$ cat config.mk
export PLATFORM = sky130hd
export DESIGN_NAME = serial_frame_rx
export DESIGN_NICKNAME = d
export VERILOG_FILES = /design/src/rtl/serial_frame_rx.sv
export SDC_FILE = /design/constraint.sdc
export NUM_CORES = 1
export LEC_CHECK = 0
export BUFFER_PORTS_ARGS = -buffer_cell sky130_fd_sc_hd__buf_2
export CAP_MARGIN = 5
export CORE_ASPECT_RATIO = 0.75
export CORE_MARGIN = 2
export CORE_UTILIZATION = 47
export DETAILED_ROUTE_END_ITERATION = 8
export PLACE_DENSITY_LB_ADDON = 0.05
export SYNTH_ARGS = -nofsm -noshare
export SYNTH_HDL_FRONTEND = slang
export SYNTH_SLANG_ARGS = --single-unit
$ cat constraint.sdc
create_clock -name clk -period 1.21 [get_ports clk]
set_input_delay 0.0605 -clock clk [delete_from_list [all_inputs] [get_ports clk]]
set_output_delay 0.0605 -clock clk [all_outputs]
set_load 0.02 [all_outputs]
$ cat src/rtl/serial_frame_rx.sv
// Serial frame receiver: start(1) | DATA_W payload | [even parity] | stop(0), one bit per clk.
// Optional parity bit is built only when the PARITY_EN macro is defined.
module serial_frame_rx #(
  parameter int DATA_W    = 8,
  parameter int MSB_FIRST = 0,
  parameter int ERR_W     = 8
) (
  input  logic              clk,
  input  logic              rc_n,
  input  logic              d,
  output logic [DATA_W-1:0] data_out,
  output logic              data_valid,
  output logic              frame_err,
  output logic              busy,
  output logic [ERR_W-1:0]  err_cnt,
  output logic [1:0]        state_dbg
);

  localparam int CNT_W = $clog2(DATA_W);
  localparam logic [CNT_W-1:0] LAST = CNT_W'(DATA_W - 1);

  typedef enum logic [1:0] {
    IDLE   = 2'd0,
    DATA   = 2'd1,
    PARITY = 2'd2,
    STOP   = 2'd3
  } state_t;

  state_t             state;
  logic [CNT_W-1:0]   cnt;
  logic [DATA_W-1:0]  sreg;
  logic [CNT_W-1:0]   idx;
  logic               par_ok;

  // Handshake: data_valid and frame_err are one-cycle strobes with no ready.
  // The consumer takes data_out in the cycle data_valid is high; data_out
  // then holds until the next good frame. The two strobes never coincide.

  assign idx = (MSB_FIRST != 0) ? (LAST - cnt) : cnt;

`ifdef PARITY_EN
  logic par_bit;
  assign par_ok = ~(^sreg ^ par_bit);
`else
  assign par_ok = 1'b1;
`endif

  assign busy      = (state != IDLE);
  assign state_dbg = state;

  always_ff @(posedge clk or negedge rc_n) begin
    if (!rc_n) begin
      state      <= IDLE;
      cnt        <= '0;
      sreg       <= '0;
      data_out   <= '0;
      data_valid <= 1'b0;
      frame_err  <= 1'b0;
      err_cnt    <= '0;
`ifdef PARITY_EN
      par_bit    <= 1'b0;
`endif
    end else begin
      data_valid <= 1'b0;
      frame_err  <= 1'b0;
      case (state)
        IDLE: begin
          if (d) begin
            state <= DATA;
            cnt   <= '0;
          end
        end
        DATA: begin
          sreg[idx] <= d;
          if (cnt == LAST) begin
            cnt   <= '0;
`ifdef PARITY_EN
            state <= PARITY;
`else
            state <= STOP;
`endif
          end else begin
            cnt <= cnt + 1'b1;
          end
        end
`ifdef PARITY_EN
        PARITY: begin
          par_bit <= d;
          state   <= STOP;
        end
`endif
        STOP: begin
          // A 1 in the stop slot is an error, never a new start bit.
          if (!d && par_ok) begin
            data_out   <= sreg;
            data_valid <= 1'b1;
          end else begin
            frame_err <= 1'b1;
            if (err_cnt != {ERR_W{1'b1}}) err_cnt <= err_cnt + 1'b1;
          end
          state <= IDLE;
        end
        default: state <= IDLE;
      endcase
    end
  end

endmodule
# == Word level (Yosys, flattened, before mapping) ==
# Cells that the tools add are included.
# classes
addsub,2
order_cmp,2
n_eq_ne,6
muxes,13
bitwise,1
n_reduce_logical,8
# ops
operator,count
$add 8x1->8 const B,1
$bwmux 8,1
$ne 8x8->1 const B,1
$mux 3,2
$pmux 3 s2,1
$reduce_and 2->1,3
$mux 1,5
$lt 3x4->1 const B,1
$mux 2,2
$ne 2x2->1 const B,2
$pmux 2 s2,1
$reduce_bool 2->1,2
$add 3x1->3 const B,1
$demux 1 s3,1
$eq 3x3->1 const B,1
$ge 3x1->1 const B,1
$reduce_and 3->1,1
$eq 2x1->1 const B,1
$eq 2x2->1 const B,1
$logic_not 2->1,1
$logic_and 1x1->1,1
$not 1->1,1
# word_totals
regBits,31
out_inout_bits,21
word_cells,39

# == Longest topological paths before layout ==
# logic_depth
ltp_word,5
mapped_depth,5

# == Worst setup path after synthesis ==
# No wires, ideal clock.
# synth_path
kind,register to register
startpoint,register err_cnt[0]
endpoint,register err_cnt[1]
setup_time_ns,0.125
t_arrival_ns,1.379
required_ns,1.085
slack_ns,-0.294
path_stages_with_launch,5
n_path_buf,0
period_less_slack_ns,1.504
path_cell_list,dfrtp_1 ha_1 nand3_1 o21ai_1 mux2_2
# synth_via
elab_chain_cells,2
elab_cells_between_ends,3
# synth_lines
item,line_no,text
from (decl),15,"output logic [ERR_W-1:0] err_cnt,"
from (signal assigned),99,if (err_cnt != {ERR_W{1'b1}}) err_cnt <= err_cnt + 1'b1;
branches (longest 2 deep; another with $add 8x1->8),--,
# Parallel ways; which one is timed is not known.
# A chain may end at the register's enable or synchronous reset.

# == Worst setup path after layout ==
# layout_path
startpoint,register state[1] (netlist: state_dbg[1])
endpoint,register sreg[5]
# layout_via
elab_chain_cells,1
# layout_lines
item,line_no,text
from (decl),29,state_t state;
from (signal assigned),53,state <= IDLE;
from (signal assigned),69,state <= DATA;
from (signal assigned),80,state <= STOP;
$eq 2x1->1,66,case (state)
to (signal assigned),55,sreg <= '0;
"to (signal, indexed assignment)",74,sreg[idx] <= d;
to (decl),31,logic [DATA_W-1:0] sreg;
# No other way between the ends.

==> impl_metrics.toml <==
[status]
status = "finished with violations"
violations = "negative setup slack"

[pwr]
peakVddDrop_uv = 1430
p_leak_nw = 0.972
power_mw = 4.76
power.density_mw_per_mm2 = 2360

[cells_and_area]
layout_commonest_cell = "dfrtp_1"
drive_gt1_share_pct = 66.2
syn_to_final_growth_pct = 48.3
nFillCells = 184
final_cell_mix = "24 x dfrtp_1, 22 x buf_2, 19 x buf_4"
nets = 162
n_antenna_cell = 0
post-route-util_pct = 75.4

[timing]
slew_violations = 0
fin_skew_ps = 2.31
max-slew-margin-rel_pct = 73.8
fin_ws_ps = -154
fmax_mhz = 733
fin_crit_ps = 1360
setup_violations = 17
worstMarginPinSlew_ps = 393
whs_ps = 182
rsz0062_at_grt = "yes"
hold_viol_final = 0
finalCritPeriodShare_pct = 113

[global_route]
track_usage_pct = 18.8
grt_pass1_vias = 994
grt_pass1_wl_um = 4660
grt_overflow = 0
grt_max_degree = 17
antenna_found_initial = 0

[clocking]
clock-sinks = 31
h-tree-depth = 2
clockRootBuffer = "clkbuf_8"
clk_latency_ps = 270
cts.path.max_buffers = 2
path_clk_slew_ps = 60
numCtsBuffers = 5
cts_tree = "done"

[synth]
synth_cell_type_count = 35
synthFlopType = "dfrtp_1"
yosys-top-cells-area = "dfrtp_1 57%, mux2_2 15%, ha_1 2.8%"
synth_area_mm2 = 0.00136
synth_warnings = 0
synth_top_family_by_area = "multiplexers"
synth_fp_nets = 110
synth_xor_area_share_pct = 2.57
yosys.area_share.simple_pct = 14.1
synth_fa_ha_area_share_pct = 2.75
synth_cells = 104
synth_compound_area_share_pct = 5.60
synthMuxAreaShare_pct = 15.7
async_flop_share_pct = 100
synth_edf_count = 0
synth_top_cell_area_share_pct = 56.9
yosys_register_bits = 31
ys_seq_area_share_pct = 56.9
yosysTopAreaCell = "dfrtp_1"
synth_area_per_cell_um2 = 13.1

[routing]
via_count = 1010
drt_iter0_drc = 43
vias_per_cell = 5.23
drcViolationCount = 0
antenna_left = 0
avgRoutedWirePerCell_um = 15.7
routed_wl_um = 3030
dr.pass1.iters = 4

[die]
io_pins = 24
core_area_mm2 = 0.00268
die_h_um = 50.7
rows = 16
dieArea_mm2 = 0.00335
dieWidth_um = 66.2
start_util_pct = 50.8

[worst_setup_path]
critPathMaxFanout = 5
cp-start-kind = "flip-flop"
worstSetupEndpointType = "flip-flop"
critical_path_class = "flip-flop to flip-flop"
required_ps = 1360
arrival_ps = 1520

[place]
hpwl_um = 1900
io_buffers = 23
routabilityCongestion = 0.854

[flow_run]
cap_viol_max_count = 0

[hold_path]
hold_class = "input pin to flip-flop"
[path summary, 6_finish.rpt]
check / cells past startpoint / slack [ps] / from / to
min in group asynchronous: 2 / 240 / rc_n / data_out[1]$_DFFE_PN0P_
setup reg to reg: 3 / -150 / state_dbg[1]$_DFFE_PN0P_ / sreg[5]$_DFFE_PN0P_
max in group asynchronous: 3 / 530 / rc_n / state_dbg[0]$_DFFE_PN0P_
hold / removal: 2 / 180 / d / sreg[4]$_DFFE_PN0P_
setup / recovery: 3 / -150 / state_dbg[1]$_DFFE_PN0P_ / sreg[5]$_DFFE_PN0P_
hold reg to reg: 1 / 500 / data_out[7]$_DFFE_PN0P_ / data_out[7]$_DFFE_PN0P_
[state kept, by name (all words and copies together) (netlist names)]
register and count:
sreg 8, cnt 3, state_dbg 2, data_valid 1, err_cnt 8, data_out 8
frame_err 1
[routing by layer]
layer  GRT usage, %  vias up  wire (um)
met2           29.3       16       1420
met5              0        -          0
li1               -      479          -
met1           25.7      513       1480
met3           6.05        2        104
met4           4.08        0         13
[kinds of logic after synthesis]
| group | count (synthesis) |
|---|---|
| xor gates and xnor gates | 4 |
| AOI/OAI and AO/OA | 10 |
| and+or+nand+nor | 29 |
| adders and majority gates | 3 |
| muxes | 19 |
| buffers and inverters | 8 |
| DFF | 31 |
[power breakdown]
| group | switching, mW | leakage, nW | total [mW] | internal [mW] |
|---|---|---|---|---|
| registers | 0.332 | 0.381 | 1.79 | 1.46 |
| logic | 1.03 | 0.543 | 2.17 | 1.14 |
| clock network | 0.348 | 0.0482 | 0.806 | 0.458 |
| total | 1.71 | 0.972 | 4.76 | 3.06 |
[timing repair]
item / 4_1_cts / 5_1_grt
buffers inserted: 4 / 3
endpoints found under the hold margin: 15 / 0
setup endpoints to repair: 26 / 29
hold buffers: 1 / 0
gates cloned: 0 / 1
gates resized for setup: 13 / 13
pin swaps: 7 / 5
[metrics by stage]
stage	area, um2	TNS [ps]	instances	worst slack (ps)
after floorplan	1440	-1200	104	-164
final	2020	-1520	193	-154
after detailed placement	1730	-1540	178	-129
after global routing	2020	-2430	193	-197
after CTS	1940	-1360	191	-139
after global placement	1730	-951	178	-106
[cells in the mapped netlist (2+ instances only)]
cell type   n
nor3b_1     3
dfrtp_1    31
nand3_1     4
clkbuf_1    2
nor2_1      2
xor2_1      3
nand3b_1    3
and3_1      3
ha_1        3
inv_1       3
nor3_1      2
mux2_2     18
nand2_1     4
and4_1      2
[worst max-delay path, stage by stage (launching register included)]
cell      delay [ps]
dfrtp_2          430
nand3b_1         260
nor3b_2          250
mux2_4           310
[cell type report]
class                           count  area (um2)  share of cell area [%]
Clock buffer                        7        86.3                    4.27
Clock inverter                      1        5.00                   0.248
Inverter                            4        17.5                   0.866
Multi-Input combinational cell     66         744                    36.8
Sequential cell                    31         785                    38.8
Tap cell                           36        45.0                    2.23
Timing Repair Buffer               48         339                    16.8
Note: power is estimated with default switching activity, not from simulation.
